===== src/rtl/i2c_slave_reg_bank.sv =====
// Register bank behind the I2C slave: write-edge commit, registered reads,
// debounced switches/buttons with sticky press flags and IRQ, 32-byte LCD buffer.
module i2c_slave_reg_bank #(
    parameter int NUM_SW         = 8,
    parameter int NUM_BTN        = 4,
    parameter int DEB_CYCLES     = 50000,
    parameter int WR_ADDR_OFFSET = 1
) (
    input  logic               clk,
    input  logic               reset,
    input  logic [7:0]         RAM_Addr,
    input  logic [7:0]         RemoteRAM_DIN,
    input  logic               RemoteRAM_W,
    output logic [7:0]         LocalRAM_DOUT,
    input  logic [NUM_SW-1:0]  sw_in,
    input  logic [NUM_BTN-1:0] btn_in,
    input  logic [4:0]         lcd_rd_addr,
    output logic [7:0]         lcd_rd_data,
    output logic               irq
);

    localparam int NIN = NUM_SW + NUM_BTN;
    localparam int CW  = $clog2(DEB_CYCLES + 1);
    localparam logic [CW-1:0] CNT_LAST = CW'(DEB_CYCLES - 1);
    localparam logic [7:0]    ADDR_OFS = 8'(WR_ADDR_OFFSET);

    localparam logic [7:0] A_ID   = 8'h00;
    localparam logic [7:0] A_SW   = 8'h01;
    localparam logic [7:0] A_BTN  = 8'h02;
    localparam logic [7:0] A_EVT  = 8'h03;
    localparam logic [7:0] A_IEN  = 8'h04;
    localparam logic [7:0] A_CTRL = 8'h05;

    // Switches occupy the low bits, buttons the high bits of each vector.
    logic [NIN-1:0]     sync1;
    logic [NIN-1:0]     sync2;
    logic [NIN-1:0]     deb;
    logic [CW-1:0]      cnt [NIN];
    logic [NUM_SW-1:0]  sw_deb;
    logic [NUM_BTN-1:0] btn_deb;
    logic [NUM_BTN-1:0] btn_rise;

    logic               w_q;
    logic               commit;
    logic [7:0]         waddr;
    logic [NUM_BTN-1:0] btn_clr;
    logic [NUM_BTN-1:0] btn_evt;
    logic [NUM_BTN-1:0] irq_en;
    logic [7:0]         ctrl;
    logic [7:0]         lcd [32];
    logic [7:0]         rd_data;

    always_ff @(posedge clk) begin
        if (!reset) begin
            sync1 <= '0;
            sync2 <= '0;
            deb   <= '0;
            for (int unsigned i = 0; i < NIN; i++) begin
                cnt[i] <= '0;
            end
        end else begin
            sync1 <= {btn_in, sw_in};
            sync2 <= sync1;
            for (int unsigned i = 0; i < NIN; i++) begin
                if (sync2[i] == deb[i]) begin
                    cnt[i] <= '0;
                end else if (cnt[i] == CNT_LAST) begin
                    deb[i] <= sync2[i];
                    cnt[i] <= '0;
                end else begin
                    cnt[i] <= cnt[i] + CW'(1);
                end
            end
        end
    end

    // A rising press is flagged in the same cycle the debounced bit flips.
    always_comb begin
        sw_deb   = deb[NUM_SW-1:0];
        btn_deb  = deb[NIN-1:NUM_SW];
        btn_rise = '0;
        for (int unsigned i = 0; i < NUM_BTN; i++) begin
            btn_rise[i] = sync2[NUM_SW+i] && !deb[NUM_SW+i] && (cnt[NUM_SW+i] == CNT_LAST);
        end
    end

    always_comb begin
        commit  = RemoteRAM_W && !w_q;
        waddr   = RAM_Addr - ADDR_OFS;
        btn_clr = '0;
        if (commit && (waddr == A_EVT)) begin
            btn_clr = RemoteRAM_DIN[NUM_BTN-1:0];
        end
    end

    always_ff @(posedge clk) begin
        if (!reset) begin
            w_q     <= 1'b1;
            btn_evt <= '0;
            irq_en  <= '0;
            ctrl    <= '0;
            for (int unsigned i = 0; i < 32; i++) begin
                lcd[i] <= 8'h20;
            end
        end else begin
            w_q     <= RemoteRAM_W;
            btn_evt <= (btn_evt & ~btn_clr) | btn_rise;
            if (commit) begin
                if (waddr == A_IEN) begin
                    irq_en <= RemoteRAM_DIN[NUM_BTN-1:0];
                end
                if (waddr == A_CTRL) begin
                    ctrl <= RemoteRAM_DIN;
                end
                if (waddr[7:5] == 3'b001) begin
                    lcd[waddr[4:0]] <= RemoteRAM_DIN;
                end
            end
        end
    end

    always_comb begin
        rd_data = '0;
        case (RAM_Addr)
            A_ID:    rd_data = 8'hA5;
            A_SW:    rd_data[NUM_SW-1:0]  = sw_deb;
            A_BTN:   rd_data[NUM_BTN-1:0] = btn_deb;
            A_EVT:   rd_data[NUM_BTN-1:0] = btn_evt;
            A_IEN:   rd_data[NUM_BTN-1:0] = irq_en;
            A_CTRL:  rd_data = ctrl;
            default: begin
                if (RAM_Addr[7:5] == 3'b001) begin
                    rd_data = lcd[RAM_Addr[4:0]];
                end
            end
        endcase
    end

    always_ff @(posedge clk) begin
        if (!reset) begin
            LocalRAM_DOUT <= '0;
            lcd_rd_data   <= '0;
            irq           <= 1'b0;
        end else begin
            LocalRAM_DOUT <= rd_data;
            lcd_rd_data   <= lcd[lcd_rd_addr];
            irq           <= |(btn_evt & irq_en);
        end
    end

endmodule


===== config.mk =====
export PLATFORM = sky130hd
export DESIGN_NAME = i2c_slave_reg_bank
export DESIGN_NICKNAME = d
export VERILOG_FILES = /design/src/rtl/i2c_slave_reg_bank.sv
export SDC_FILE = /design/constraint.sdc
export NUM_CORES = 1
export LEC_CHECK = 0
export ABC_AREA = 1
export BUFFER_PORTS_ARGS = -buffer_cell sky130_fd_sc_hd__buf_4
export CAP_MARGIN = 0
export CORE_ASPECT_RATIO = 0.9
export CORE_UTILIZATION = 45
export DETAILED_ROUTE_END_ITERATION = 10
export PLACE_DENSITY_LB_ADDON = 0.3
export SLEW_MARGIN = 15
export SYNTH_ARGS = -nofsm -noshare
export SYNTH_HDL_FRONTEND = slang
export SYNTH_SLANG_ARGS = --single-unit
export TNS_END_PERCENT = 1

===== constraint.sdc =====
create_clock -name clk -period 2.6 [get_ports clk]
set_input_delay 0.39 -clock clk [delete_from_list [all_inputs] [get_ports clk]]
set_output_delay 0.39 -clock clk [all_outputs]
set_load 0.05 [all_outputs]

==> flow_summary.ini, run 1 <==
[outcome]
status = complete, no violations

[place]
dp.cells = 4379
post-place-ws_ns = 0.03301
place_congestion = 0.9590
dp_hpwl_um = 52350
dpl_cell_area_um2 = 30070
port_buffers = 52

[finish]
final_cell_mix = 892 x nand2_1, 547 x nor2_1, 448 x edfxtp_1
syn_to_final_growth_pct = 15.54
final_common_cell = nand2_1
nFillCells = 5507
stdcell_area_um2 = 31960
fin_cells = 4493
nNetsFinal = 3717
drive_gt1_frac = 0.07846

[power]
p_per_area_nw_per_um2 = 590.1
p_leak_nw = 13.28
vdd_drop_max_uv = 511.4

[clock_tree]
postCtsSetupBuffers = 0
clockBufferDepth = 3
numCtsBuffers = 56
cts_tree = built
clock-sinks = 518
clk_pin_slew_ns = 0.06
clkLatencyLatePin_ns = 0.61
cts_max_level = 2
cts_root_buffer = clkbuf_16

[setup_path]
path_max_fanout = 8
required_ns = 2.86
path_delay_family = buffers and inverters
cpPeakStageDelay_ns = 0.58
critPathKind = in -> reg
arrival_ns = 2.66
regToRegStartpoint = w_q
end_kind = register
timing.rr.end = lcd[11][1]
reg2reg_depth = 8
cp_num_buf_inv = 5
critPathLaunchType = input pin
slowest_stage = dlygate4sd3_1
rrSetupSlack_ns = 0.38
path_cells = dlygate4sd3_1 > buf_4 > inv_1 > nor3_1 > nand2_1 > nor2_4 > nand2_4 > inv_1 > buf_4 > nand3_4 > nand2_1

[timing]
relSlewSlack = 0.5272
slew_violations = 0
layout_setup_ws_ns = 0.1986
rsz0062_at_grt = false
fmax_mhz = 416.4
setup_tns_ns = 0
tightest_slew_ns = 0.7028
finalSetupViolCount = 0
fin_worst_hold_slack_ns = 0.02378
min_period_ns = 2.401
timing.final.crit_share = 0.9236
fin_worst_skew_ns = 0.03230
hold_viol_final = 0

[floorplan]
rows = 85
boundaryPins = 53
fp.dieH_um = 237.2
coreArea_um2 = 60300
die_w_um = 263.4
die_area_um2 = 62470
start_util = 0.4587

[synth]
syn_area_um2 = 27660
synth_largest_area_cell = edfxtp_1
ys_warn_count = 0
syn_avg_cell_area_um2 = 8.129
ys_ff_latch = 518
synth.top_cell.area_share = 0.4863
ys_seq_area_frac = 0.5370
postSynthCellCount = 3403
synth_area_leaders = edfxtp_1 49%, nand2_1 12%, nor2_1 7.4%
synth.lib_cells_used.distinct = 44

[global_routing]
antenna_found_initial = 2
track_usage = 0.2416
grt_max_degree = 74
grt_pass1_vias = 21830
grt_pass1_wl_um = 119100
grt.overflow.total = 0

[route]
viasPerCell = 5.273
num_vias = 23690
drc_errors = 0
drt_pass1_iterations = 6
drt.antenna.violating_nets = 0
drt_iter0_drc = 2690
drt-total-wl_um = 75950
wl_per_cell_um = 16.90

[hold_path]
holdPathEnd = sync1[5]
hp-class = in -> reg
worstHoldStart = sw_in[5]
hold_depth = 3

[flow_run]
cap_violations = 0
-- power by group --
| part | switching [mW] | internal [mW] |
|---|---|---|
| Combinational | 1.17 | 0.452 |
| Clock | 3.31 | 4.46 |
| Sequential | 0.195 | 9.28 |
-- Yosys cell counts (all sizes together) --
cell,number
a31oi,6
o211ai,15
o31ai,8
inv,305
nor3,92
nor2,557
or3,3
edfxtp,448
o21bai,1
nand2b,1
and3,3
or2,18
ha,16
a21oi,193
buf,38
xor2,33
a41oi,2
nand3,268
nand4,57
nor4,27
o21a,5
xnor2,7
dfxtp,70
nand2,900
o22ai,15
clkinv,1
clkbuf,118
o21ai,165
conb,1
nor3b,28
a211oi,2
-- cell families after synthesis --
| group | share of synthesized area |
|---|---|
| AND/OR/NAND/NOR | 0.2997 |
| XOR/XNOR | 0.01266 |
| buffers and inverters | 0.06441 |
| adder cells (fa/ha/maj) | 0.007237 |
| flip-flops | 0.5370 |
| other | 0.0001356 |
| AO/OA/AOI/OAI | 0.07884 |
-- per-stage QoR --
stage          power (mW)    util
6_report            18.86  0.5300
5_1_grt             19.45  0.5300
4_1_cts             18.95  0.5298
3_5_place_dp        11.21  0.4986
3_3_place_gp        11.20  0.4986
2_1_floorplan       10.59       -
-- worst max path at each step --
stage                startpoint    endpoint  slack (ns)  depth (start not counted)
finish              RemoteRAM_W  lcd[11][1]        0.20                         11
global route        RemoteRAM_W  lcd[11][1]        0.12                         11
CTS                 RemoteRAM_W  lcd[11][1]        0.23                         11
detailed placement  RAM_Addr[0]  lcd[11][1]        0.03                         11
global placement    RAM_Addr[0]  lcd[11][3]        0.06                         11
floorplan           RAM_Addr[0]   lcd[1][0]        0.38                         11
-- area by class of cell --
class / instances / area (µm²) / share of cell area
flip-flops and latches: 518 / 14850 / 0.4647
multi-input cells: 2614 / 11750 / 0.3675
clock buffers: 74 / 1539 / 0.04815
repair buffers: 169 / 1446 / 0.04525
inverters: 306 / 1149 / 0.03594
well taps: 783 / 979.7 / 0.03065
clock inverters: 28 / 245.2 / 0.007673
diodes: 1 / 2.502 / 0.00007829
-- worst min-delay path: stages --
cell	delay, ns
buf_4	0.09
nand2_1	0.06
inv_1	0.05
-- flip-flops by register name, indices dropped and copies added, names as in the netlist --
signal         cells
LocalRAM_DOUT      8
btn_evt            4
cnt              192
ctrl               8
deb               12
irq                1
irq_en             4
lcd              256
lcd_rd_data        8
sync1             12
sync2             12
w_q                1
-- repair_timing --
action / in CTS / in global routing
resized for setup: 0 / 0
hold buffers: 10 / 1
hold endpoints to repair: 10 / 1
-- layer usage --
| layer | share of wire | GRT usage | wire, µm |
|---|---|---|---|
| met5 | 0.00032 | 0 | 24 |
| met4 | 0.032 | 0.08878 | 2430 |
| met3 | 0.088 | 0.03688 | 6660 |
| met2 | 0.44 | 0.3786 | 33540 |
| met1 | 0.44 | 0.3397 | 33290 |
No activity file was read; power rests on OpenSTA's default activity.
==> run 2: changes to the inputs <==
--- a/config.mk
+++ b/config.mk
@@ -12,6 +12,7 @@
 export CORE_UTILIZATION = 45
 export DETAILED_ROUTE_END_ITERATION = 10
 export PLACE_DENSITY_LB_ADDON = 0.3
+export SETUP_SLACK_MARGIN = 0.4
 export SLEW_MARGIN = 15
 export SYNTH_ARGS = -nofsm -noshare
 export SYNTH_HDL_FRONTEND = slang
==> run 2 against run 1 <==
Compared with the run above: core utilization grew 0.16 points; fmax rose by 13%; design area is 0.30% higher; global-route usage is 0.22 points lower; via count up 0.85%; register-to-register slack better by 0.099 ns; largest power group unchanged; final cell count is essentially flat; sequential power about the same; power is 2.4% higher.
==> flow_summary.ini, run 2 (same netlist as run 1, synthesis figures left out) <==
[outcome]
status = complete, no violations

[timing]
min_period_ns = 2.121
finalSetupViolCount = 0
fmax_mhz = 471.5
layout_setup_ws_ns = 0.4792
setup_tns_ns = 0
timing.final.crit_share = 0.8157
rsz0062_at_grt = true
hold_viol_final = 0
slew_violations = 0
fin_worst_skew_ns = 0.03170
tightest_slew_ns = 0.7370
relSlewSlack = 0.5041

[setup_path]
crit_path_start = RemoteRAM_W
cp_common_cell = nand2_1
critPathKind = in -> reg
required_ns = 2.87
cp_num_buf_inv = 4
path_cells = dlygate4sd3_1 > buf_4 > inv_1 > nor3_1 > nand2_1 > nor2_4 > nand2_4 > nor2_4 > buf_4 > nand2_1 > nand2_1
rrSetupSlack_ns = 0.48
timing.rr.end = cnt[0][14]
cpPeakStageDelay_ns = 0.58
arrival_ns = 2.39
slowest_stage = dlygate4sd3_1
regToRegStartpoint = cnt[0][0]
end_kind = register
critPathLaunchType = input pin
path_delay_family = simple AND/OR/NAND/NOR gates
path_max_fanout = 9
reg2reg_depth = 9

[power]
switching_share = 0.2422
p_clk_frac = 0.426
pwr-share-seq = 0.490
switchingPower_mw = 4.679
vdd_drop_max_uv = 489.1
p_leak_nw = 13.33
p_comb_frac = 0.083
p_per_area_nw_per_um2 = 602.6
intPower_mw = 14.64

[global_routing]
grt_pass1_wl_um = 118300
antenna_found_initial = 2
track_usage = 0.2394
grt.overflow.total = 0
grt_max_degree = 90
grt_pass1_vias = 21860

[finish]
final_cell_mix = 890 x nand2_1, 547 x nor2_1, 448 x edfxtp_1
final_util = 0.5316
stdcell_area_um2 = 32060
final_common_cell = nand2_1
largest-register = lcd
largest_register_ff_count = 256
drive_gt1_frac = 0.07922
largest_registers = lcd x256, cnt x192
syn_to_final_growth_pct = 15.89
register_area_um2 = 14850
nFillCells = 5553
nNetsFinal = 3717
multi_input_area_um2 = 11760
fin_cells = 4495

[route]
drt_pass1_iterations = 7
drt_iter0_drc = 2520
viasPerCell = 5.315
drc_errors = 0
drt.antenna.violating_nets = 0
drt-total-wl_um = 75110
wl_per_cell_um = 16.71
num_vias = 23890

[flow_run]
cap_violations = 0

[floorplan]
rows = 85
start_util = 0.4587
die_area_um2 = 62470
fp.dieH_um = 237.2
boundaryPins = 53
die_w_um = 263.4
coreArea_um2 = 60300

[hold_path]
hp-class = in -> reg
hold_depth = 3
worstHoldStart = RemoteRAM_DIN[3]
holdPathEnd = irq_en[3]

[place]
post-place-ws_ns = 0.08047
port_buffers = 52
dp_hpwl_um = 51950
dp.cells = 4378
place_congestion = 0.9376
dpl_cell_area_um2 = 30020

[clock_tree]
clkLatencyLatePin_ns = 0.62
clockBufferDepth = 3
numCtsBuffers = 55
cts_tree = built
postCtsSetupBuffers = 0
cts_root_buffer = clkbuf_16
clock-sinks = 518
cts_max_level = 2
clk_pin_slew_ns = 0.06
run 2: worst max-delay path by stage:
stage,cells past startpoint,endpoint
after floorplan,11,lcd[5][0]
after global placement,11,lcd[23][0]
after detailed placement,11,lcd[22][4]
after CTS,9,cnt[0][2]
after global routing,10,cnt[1][60]
final,11,lcd[22][1]
run 2: worst min-delay path, cell delays in order:
cell and delay (ns):
buf_4 0.13, nand2_1 0.06, a21oi_1 0.05
run 2: routing by layer:
metal / vias up / part of all wire / GRT usage
met5: - / 0.00017 / 0
li1: 11680 / - / -
met2: 1077 / 0.44 / 0.3712
met4: 2 / 0.032 / 0.08258
met1: 10960 / 0.43 / 0.3390
met3: 173 / 0.093 / 0.04092
run 2: repair_timing:
item,4_1_cts,5_1_grt
gates cloned,0,0
endpoints found under the hold margin,13,0
hold buffers,13,0
setup endpoints to repair,11,140
gates resized for setup,1,1
run 2: area by class of cell:
| type | instances | area share |
|---|---|---|
| flip-flops and latches | 518 | 0.4634 |
| multi-input cells | 2614 | 0.3668 |
| clock buffers | 80 | 0.04929 |
| repair buffers | 170 | 0.04434 |
| inverters | 306 | 0.03583 |
| well taps | 783 | 0.03056 |
| clock inverters | 23 | 0.009796 |
| diodes | 1 | 0.00007806 |
run 2: metrics by stage:
stage / hold slack [ns] / power [mW]
6_report: 0.06174 / 19.32
5_1_grt: 0.05403 / 19.95
4_1_cts: 0.03207 / 19.39
3_5_place_dp: 0.4038 / 11.19
3_3_place_gp: 0.3934 / 11.17
2_1_floorplan: 0.3905 / 10.59
run 2: power groups by stage:
stage	Combinational, mW	Clock, mW	Sequential, mW
4_1_cts	1.57	8.35	9.47
6_report	1.61	8.24	9.47
3_3_place_gp	1.53	0	9.64
2_1_floorplan	0.969	0	9.62
5_1_grt	1.75	8.69	9.50
3_5_place_dp	1.55	0	9.64
